===== src/rtl/display_pkg.sv =====
// Shared types and helpers for the multiplexed 7-segment display scanner.
package display_pkg;

    typedef enum logic [1:0] {
        StIdle  = 2'd0,
        StShow  = 2'd1,
        StBlank = 2'd2
    } scan_state_t;

    // Widest digit vector the polarity helper handles; callers truncate to their width.
    localparam int unsigned MaxDigits = 32;

    function automatic logic [MaxDigits-1:0] apply_polarity(
        input logic [MaxDigits-1:0] onehot,
        input logic                 active_low
    );
        return active_low ? ~onehot : onehot;
    endfunction

endpackage


===== src/rtl/digit_mask_search.sv =====
// Combinational descending search with wrap for the next enabled digit.
module digit_mask_search #(
    parameter int unsigned DIGITS = 4,
    parameter int unsigned IdxW   = 2
) (
    input  logic [IdxW-1:0]   start_i,
    input  logic [DIGITS-1:0] mask_i,
    input  logic              inclusive_i,
    output logic [IdxW-1:0]   next_o,
    output logic              found_o,
    output logic              wrapped_o
);

    int unsigned     off;
    int unsigned     cand;
    logic [IdxW-1:0] cand_idx;

    always_comb begin
        next_o    = start_i;
        found_o   = 1'b0;
        off       = 0;
        cand      = 0;
        cand_idx  = '0;
        // Exclusive searches visit start_i last, so a lone enabled digit finds itself.
        for (int unsigned k = 0; k < DIGITS; k++) begin
            off      = inclusive_i ? k : k + 1;
            cand     = (32'(start_i) >= off) ? 32'(start_i) - off
                                             : 32'(start_i) + DIGITS - off;
            cand_idx = cand[IdxW-1:0];
            if (!found_o && mask_i[cand_idx]) begin
                found_o = 1'b1;
                next_o  = cand_idx;
            end
        end
        wrapped_o = found_o && (inclusive_i ? (next_o > start_i) : (next_o >= start_i));
    end

endmodule


===== src/rtl/display_scanner.sv =====
// Scans a one-hot digit enable across DIGITS displays with dwell, blanking and masking,
// muxing the selected digit code onto a shared segment bus.
module display_scanner
    import display_pkg::*;
#(
    parameter int unsigned  DIGITS     = 4,
    parameter int unsigned  DATA_W     = 4,
    parameter int unsigned  DWELL      = 1000,
    parameter int unsigned  BLANK      = 16,
    parameter bit           ACTIVE_LOW = 1'b0,
    localparam int unsigned IdxW       = (DIGITS > 1) ? $clog2(DIGITS) : 1
) (
    input  logic                     clock_i,
    input  logic                     reset_i,
    input  logic                     enable_i,
    input  logic [DIGITS-1:0]        digit_mask_i,
    input  logic [DIGITS*DATA_W-1:0] digit_data_i,
    output logic [DIGITS-1:0]        displays_o,
    output logic [DATA_W-1:0]        segment_data_o,
    output logic [IdxW-1:0]          index_o,
    output logic                     frame_done_o
);

    localparam int unsigned     CntMax    = (DWELL > BLANK) ? DWELL : BLANK;
    localparam int unsigned     CntW      = $clog2(CntMax + 1);
    localparam logic [CntW-1:0] DwellLast = CntW'(DWELL - 1);
    localparam logic [CntW-1:0] BlankLast = CntW'((BLANK > 0) ? BLANK - 1 : 0);

    scan_state_t       state_q, state_d;
    logic [CntW-1:0]   cnt_q, cnt_d;
    logic              hunt_q, hunt_d;
    logic [IdxW-1:0]   index_q, index_d;
    logic [DIGITS-1:0] displays_q, displays_d;
    logic [DATA_W-1:0] segment_q, segment_d;
    logic              frame_q, frame_d;
    logic [DIGITS-1:0] onehot;

    logic [IdxW-1:0] search_next;
    logic            search_found;
    logic            search_wrapped;

    // Inclusive only when (re)starting from IDLE; every advance looks strictly below.
    digit_mask_search #(
        .DIGITS (DIGITS),
        .IdxW   (IdxW)
    ) u_search (
        .start_i     (index_q),
        .mask_i      (digit_mask_i),
        .inclusive_i (state_q == StIdle),
        .next_o      (search_next),
        .found_o     (search_found),
        .wrapped_o   (search_wrapped)
    );

    always_ff @(posedge clock_i) begin
        if (reset_i) begin
            state_q    <= StIdle;
            cnt_q      <= '0;
            hunt_q     <= 1'b0;
            index_q    <= IdxW'(DIGITS - 1);
            displays_q <= DIGITS'(apply_polarity('0, ACTIVE_LOW));
            segment_q  <= '0;
            frame_q    <= 1'b0;
        end else begin
            state_q    <= state_d;
            cnt_q      <= cnt_d;
            hunt_q     <= hunt_d;
            index_q    <= index_d;
            displays_q <= displays_d;
            segment_q  <= segment_d;
            frame_q    <= frame_d;
        end
    end

    always_comb begin
        state_d = state_q;
        cnt_d   = cnt_q + CntW'(1);
        hunt_d  = hunt_q;
        index_d = index_q;
        frame_d = 1'b0;
        if (!enable_i) begin
            state_d = StIdle;
            cnt_d   = '0;
            hunt_d  = 1'b0;
        end else begin
            unique case (state_q)
                StIdle: begin
                    cnt_d = '0;
                    if (search_found) begin
                        state_d = StShow;
                        index_d = search_next;
                    end
                end
                StShow: begin
                    if (cnt_q == DwellLast) begin
                        cnt_d = '0;
                        if (search_found) begin
                            index_d = search_next;
                            frame_d = search_wrapped;
                            state_d = (BLANK == 0) ? StShow : StBlank;
                        end else begin
                            state_d = StBlank;
                            hunt_d  = 1'b1;
                        end
                    end
                end
                StBlank: begin
                    if (hunt_q) begin
                        // Nothing enabled: stay dark and retry the search every cycle.
                        cnt_d = '0;
                        if (search_found) begin
                            index_d = search_next;
                            frame_d = search_wrapped;
                            state_d = StShow;
                            hunt_d  = 1'b0;
                        end
                    end else if (cnt_q == BlankLast) begin
                        cnt_d   = '0;
                        state_d = StShow;
                    end
                end
                default: begin
                    state_d = StIdle;
                    cnt_d   = '0;
                    hunt_d  = 1'b0;
                end
            endcase
        end
    end

    always_comb begin
        onehot = '0;
        if (state_d == StShow) begin
            onehot[index_d] = 1'b1;
        end
        displays_d = DIGITS'(apply_polarity(MaxDigits'(onehot), ACTIVE_LOW));
        segment_d  = digit_data_i[index_q * DATA_W +: DATA_W];
    end

    assign displays_o     = displays_q;
    assign segment_data_o = segment_q;
    assign index_o        = index_q;
    assign frame_done_o   = frame_q;

endmodule


===== config.mk =====
export PLATFORM = sky130hd
export DESIGN_NAME = display_scanner
export DESIGN_NICKNAME = d
export VERILOG_FILES = /design/src/rtl/display_pkg.sv /design/src/rtl/digit_mask_search.sv /design/src/rtl/display_scanner.sv
export SDC_FILE = /design/constraint.sdc
export NUM_CORES = 1
export LEC_CHECK = 0
export BUFFER_PORTS_ARGS = -buffer_cell sky130_fd_sc_hd__buf_4
export CAP_MARGIN = 20
export CORE_UTILIZATION = 40
export CTS_BUF_LIST = sky130_fd_sc_hd__clkbuf_2 sky130_fd_sc_hd__clkbuf_4 sky130_fd_sc_hd__clkbuf_8
export CTS_CLUSTER_DIAMETER = 80
export DETAILED_ROUTE_END_ITERATION = 8
export HOLD_SLACK_MARGIN = 0.03
export SETUP_SLACK_MARGIN = 0.05
export SLEW_MARGIN = 40
export SYNTH_ARGS = -nofsm -noshare
export SYNTH_HDL_FRONTEND = slang
export SYNTH_SLANG_ARGS = --single-unit

===== constraint.sdc =====
create_clock -name clock_i -period 9 [get_ports clock_i]
set_input_delay 0.45 -clock clock_i [delete_from_list [all_inputs] [get_ports clock_i]]
set_output_delay 0.45 -clock clock_i [all_outputs]
set_load 0.01 [all_outputs]

==> results.json, run 1 <==
{
  "grt-ovfl-total": 0,
  "tightest_slew_ns": 0.583,
  "yosysTopAreaCellShare_pct": 27.3,
  "cap_violations": 0,
  "detailed_place_hpwl_mm": 2.97,
  "rsz0062_at_grt": "no",
  "yosysUniqueCellTypes": 55,
  "path_cells": "inv_1 > ha_1 > inv_1 > ha_1 > mux2_2 > mux2i_1 > a221oi_1 > a22oi_1 > o21a_1 > ha_1 > nand3_1 > nand4_1 > nor4b_1",
  "setup_viol": 0,
  "finalWeightedCongestion": 0.820,
  "io_buffer_count": 33,
  "cts_tree": "yes",
  "yosysWarnings": 0,
  "slew_viol_final": 0,
  "coreArea_um2": 4120,
  "netlist_instances": 204,
  "ys_async_sr_fraction_pct": 0,
  "ff_latch_area_um2": 480,
  "powerDensity_nw_per_um2": 248,
  "drt-total-wl_mm": 3.95,
  "tns_ns": 0,
  "die_h_um": 68.4,
  "finalCriticalPeriod_ns": 3.45,
  "critPathSlowestCell": "ha_1",
  "clock_skew_ns": 0.00206,
  "vdd_drop_max_mv": 0.0942,
  "n_fill_cell": 384,
  "yosys-top-cells-area": "dfxtp_1, ha_1, mux4_2",
  "yosysMostFrequentCell": "dfxtp_1",
  "multi_input_area_um2": 1200,
  "rows": 23,
  "io_pins": 34,
  "path_common_cell": "ha_1",
  "critPathMaxFanout": 9,
  "hold_class": "input port to flip-flop",
  "syn_to_final_growth_pct": 18.9,
  "grt_max_degree": 15,
  "drt_iter0_markers": 160,
  "yosys.area.top_type": "dfxtp_1",
  "clock_tree.root_cell": "clkbuf_8",
  "ys.flop_type": "dfxtp_1",
  "p_leak_nw": 0.874,
  "finish.utilization_pct": 50.9,
  "cts_hold_buf": 0,
  "worstSetupEndpointType": "flip-flop",
  "vias": 1592,
  "dieArea_um2": 4680,
  "firstDrtPassIters": 4,
  "required_ns": 9.16,
  "crit_type": "flip-flop to flip-flop",
  "synth-edff-count": 0,
  "slew_headroom_pct": 61.1,
  "synth_common_cells": "dfxtp_1, nor2_1, a21oi_1, nand2_1, ha_1",
  "ys_ff_latch": 24,
  "path_clk_slew_ns": 0.08,
  "finalCritPeriodShare_pct": 38.3,
  "wl_per_cell_um": 14.0,
  "synth_nets": 237,
  "setup_slack_ns": 5.55,
  "status": "complete, no violations",
  "fin_nets": 265,
  "clk_latency_ns": 0.26,
  "crit_arrival_ns": 3.60,
  "cp-start-kind": "flip-flop",
  "cts_inserted_buffers": 3,
  "synth_area_um2": 1760,
  "place_ws_ns": 5.59,
  "ys_seq_area_share_pct": 27.3,
  "hold_viol_final": 0,
  "clockBufferDepth": 2,
  "finalPower_mw": 0.520,
  "die_w_um": 68.4,
  "htreeDepth": 1,
  "avgViaCountPerCell": 5.67,
  "antenna_found_initial": 0,
  "ant_nets": 0,
  "cts.sinks": 24,
  "cts_resized": 0,
  "drc": 0,
  "num_antenna_cells": 0,
  "fmax_mhz": 290,
  "avgSynthCellArea_um2": 8.64,
  "grt_pass1_wl_mm": 6.39,
  "grt_pass1_vias": 1407,
  "initial_utilization_pct": 42.8,
  "cpPeakStageDelay_ns": 0.51,
  "layout-drive-gt1-share_pct": 22.9,
  "grtUsageTotal_pct": 17.9,
  "post_cts_buffers": 0
}
==> layout make-up <==
cell class                      instances  share of cell area (%)
Sequential cell                        24                    22.9
Inverter                                9                    1.61
Clock inverter                          1                    1.43
Tap cell                               50                    2.99
Multi-Input combinational cell        161                    57.3
Timing Repair Buffer                   33                    11.8
Clock buffer                            3                    1.97
==> cell usage in the layout, fill, tap and decap left out, types with 2 or more instances in the layout <==
cell type	n
buf_4	33
nand3_1	7
and3_1	4
nor2_1	20
nor3_1	4
mux2i_1	7
a21oi_1	11
and2_1	7
mux2_2	4
o22ai_1	4
o21ai_0	9
dfxtp_1	24
nand2b_1	3
or2_2	2
a21boi_0	2
mux4_2	4
ha_1	10
inv_1	9
nand4_1	4
nand2_1	11
nor2b_1	4
nor3b_1	4
xnor2_1	4
xor2_1	4
a31oi_1	3
and4_1	2
clkbuf_8	3
==> logic make-up (layout without fill, tap and decap cells) <==
logic type,after synthesis,after routing,synth area share (%)
simple gates,79,79,24.1
compound gates,47,47,18.0
buf+inv,19,46,5.04
xor+xnor,10,10,6.95
mux,15,15,11.6
fa+ha+maj,10,10,7.10
flops,24,24,27.3
==> worst paths after layout <==
path | cells past startpoint | to | slack, ns | from
setup / recovery | 13 | frame_done_o$_SDFF_PP0_ | 5.55 | state_q[1]$_SDFF_PP0_
hold / removal | 2 | hunt_q$_SDFFE_PP0P_ | 0.37 | reset_i
setup reg to reg | 13 | frame_done_o$_SDFF_PP0_ | 5.55 | state_q[1]$_SDFF_PP0_
hold reg to reg | 1 | cnt_q[0]$_SDFF_PP0_ | 0.44 | cnt_q[0]$_SDFF_PP0_
==> flip-flops by register name (all words and copies together) (netlist names) <==
signal / flops
cnt_q: 10
hunt_q: 1
displays_o: 4
state_q: 2
frame_done_o: 1
segment_data_o: 4
index_o: 2
==> worst max-delay path: cells and delay by family (launching register included) <==
family | cells | cell delay [ns]
DFF | 1 | 0.35
buffers and inverters | 2 | 0.21
AOI/OAI and AO/OA | 3 | 0.51
and+or+nand+nor | 3 | 0.52
muxes | 2 | 0.64
adders and majority gates | 3 | 1.11
==> metal layers <==
layer | part of all wire, % | GRT usage (%) | vias to the layer above
met5 | 0 | 0 | -
met4 | 0.35 | 2.86 | 0
met3 | 5.9 | 3.67 | 2
met2 | 45 | 28.6 | 48
li1 | - | - | 802
met1 | 49 | 25.0 | 740
==> metrics by stage <==
step / area (um2) / hold WS (ns) / cells
2_1_floorplan: 1760 / 0.413 / 204
3_3_place_gp: 2020 / 0.426 / 277
3_5_place_dp: 2020 / 0.433 / 277
4_1_cts: 2090 / 0.368 / 281
5_1_grt: 2100 / 0.367 / 281
6_report: 2100 / 0.371 / 281
==> report_power, final <==
part           switching, mW  total [mW]  internal [mW]
logic                  0.147       0.292          0.145
registers             0.0183       0.136          0.118
clock network         0.0327      0.0921         0.0594
(Power assumes the default switching activity.)
==> inputs of run 2 (changes only) <==
- clock period: 9 -> 3.2 ns (I/O delays scaled with it)
==> run 2 against run 1 <==
Effect of this change: clock power rose to 2.9 times the previous value; core utilization rose by 1.9 points; register-to-register slack got worse by 5.3 ns; worst setup slack got worse by 5.3 ns; clock skew rose by 0.00084 ns; non-clock buffer count rose by 7; sequential power rose to 2.5 times the previous value; highest routed layer unchanged; critical path type unchanged; hold slack got worse by 0.30 ns; via count rose by 1.3%; fmax rose by 15%; sequential share of layout area fell by 0.84 points.
==> results.json, run 2 (same netlist as run 1, synthesis figures left out) <==
{
  "clk_latency_ns": 0.26,
  "fmax_mhz": 335,
  "io_buffer_count": 33,
  "grt_max_degree": 15,
  "io_pins": 34,
  "initial_utilization_pct": 42.8,
  "placed_area_um2": 2070,
  "top_register": "cnt_q",
  "crit_start": "state_q[0]$_SDFF_PP0_",
  "finalCriticalPeriod_ns": 2.99,
  "final_cells": 288,
  "worstSetupEndpointType": "flip-flop",
  "hold_class": "input port to flip-flop",
  "rrSetupSlack_ns": 0.21,
  "slew_headroom_pct": 67.2,
  "largest_register_ffs": 10,
  "p_seq_share_pct": 22.4,
  "p_comb_share_pct": 60.5,
  "drt-total-wl_mm": 4.01,
  "fin_nets": 272,
  "drc": 0,
  "avgViaCountPerCell": 5.60,
  "die_h_um": 68.4,
  "p_switching_mw": 0.576,
  "antenna_found_initial": 0,
  "grt_pass1_vias": 1442,
  "path_clk_slew_ns": 0.08,
  "r2r_start": "state_q[0]$_SDFF_PP0_",
  "final_common_cell": "buf_4",
  "finalWeightedCongestion": 0.879,
  "r2r-end": "frame_done_o$_SDFF_PP0_",
  "cts_inserted_buffers": 3,
  "required_ns": 3.39,
  "p_leak_nw": 0.902,
  "tightest_slew_ns": 0.492,
  "clock_tree.root_cell": "clkbuf_8",
  "p_sw_share_pct": 37.5,
  "ant_nets": 0,
  "grt-ovfl-total": 0,
  "finalPower_mw": 1.54,
  "dieArea_um2": 4680,
  "grt_pass1_wl_mm": 6.40,
  "reg2regPathDepth": 12,
  "grtUsageTotal_pct": 17.9,
  "rsz0062_at_grt": "no",
  "htreeDepth": 1,
  "wl_per_cell_um": 13.9,
  "cap_violations": 0,
  "setup_slack_ns": 0.212,
  "die_w_um": 68.4,
  "firstDrtPassIters": 4,
  "setup_viol": 0,
  "hold_viol_final": 0,
  "cts.sinks": 24,
  "internal_power_mw": 0.961,
  "clockPowerShare_pct": 17.1,
  "powerDensity_nw_per_um2": 706,
  "status": "complete, no violations",
  "final_cell_mix": "buf_4, dfxtp_1, nor2_1, a21oi_1, nand2_1",
  "finalCritPeriodShare_pct": 93.4,
  "cp-start-kind": "flip-flop",
  "layout-drive-gt1-share_pct": 27.3,
  "tns_ns": 0,
  "cts_tree": "yes",
  "min_from": "reset_i",
  "critical_path.endpoint": "frame_done_o$_SDFF_PP0_",
  "slew_viol_final": 0,
  "critPathMaxFanout": 6,
  "coreArea_um2": 4120,
  "clockBufferDepth": 2,
  "place_ws_ns": 0.118,
  "syn_to_final_growth_pct": 23.4,
  "vdd_drop_max_mv": 0.359,
  "crit_arrival_ns": 3.18,
  "final_area_um2": 2180,
  "drt_iter0_markers": 55,
  "crit_type": "flip-flop to flip-flop",
  "vias": 1613,
  "rows": 23,
  "placed_cells": 284,
  "num_antenna_cells": 0,
  "clock_skew_ns": 0.00290,
  "detailed_place_hpwl_mm": 3.03,
  "cts_hold_buf": 0
}
run 2: worst min-delay path by stage:
| stage | to | slack, ns | depth (start not counted) |
|---|---|---|---|
| floorplan | hunt_q$_SDFFE_PP0P_ | 0.24 | 1 |
| global placement | hunt_q$_SDFFE_PP0P_ | 0.36 | 2 |
| detailed placement | hunt_q$_SDFFE_PP0P_ | 0.36 | 2 |
| CTS | hunt_q$_SDFFE_PP0P_ | 0.07 | 2 |
| global route | hunt_q$_SDFFE_PP0P_ | 0.08 | 2 |
| finish | hunt_q$_SDFFE_PP0P_ | 0.08 | 2 |
run 2: repair_timing:
item	CTS	global route
gates resized for setup	0	6
buffers inserted	0	0
endpoints found under the setup margin	0	3
run 2: routing by layer:
layer / GRT usage, % / up-vias / wire, um
met5: 0 / - / 0
met4: 2.34 / 0 / 15
met3: 3.50 / 2 / 290
met2: 30.0 / 61 / 1790
met1: 24.0 / 740 / 1910
li1: - / 810 / -
run 2: area by class of cell:
cell class / instances / area (um2)
clock buffers: 3 / 41.3
clock inverters: 1 / 30.0
fillers: 387 / 1940
inverters: 9 / 33.8
multi-input cells: 161 / 1230
flip-flops and latches: 24 / 480
well taps: 50 / 62.6
repair buffers: 40 / 300
run 2: power groups by stage:
stage          clock, mW  combinational (mW)  sequential, mW
4_1_cts            0.269               0.901           0.345
3_5_place_dp           0               0.895           0.352
3_3_place_gp           0               0.899           0.351
6_report           0.263               0.931           0.344
5_1_grt            0.285                1.02           0.350
2_1_floorplan          0               0.658           0.369
run 2: critical path, stage by stage, from the launching register on:
cell	delay (ns)
dfxtp_1	0.34
inv_1	0.13
ha_4	0.18
inv_1	0.06
ha_2	0.39
mux2_2	0.40
o2bb2ai_1	0.13
a2111oi_0	0.37
a21oi_1	0.14
ha_1	0.32
nand3_1	0.09
nand4_1	0.11
nor4b_2	0.24
run 2: stage by stage:
step                      util (%)  hold WS (ns)
final                         52.9        0.0761
after global routing          52.9        0.0757
after CTS                     52.1        0.0704
after detailed placement      50.3         0.357
after global placement        50.3         0.359
after floorplan                  -         0.236
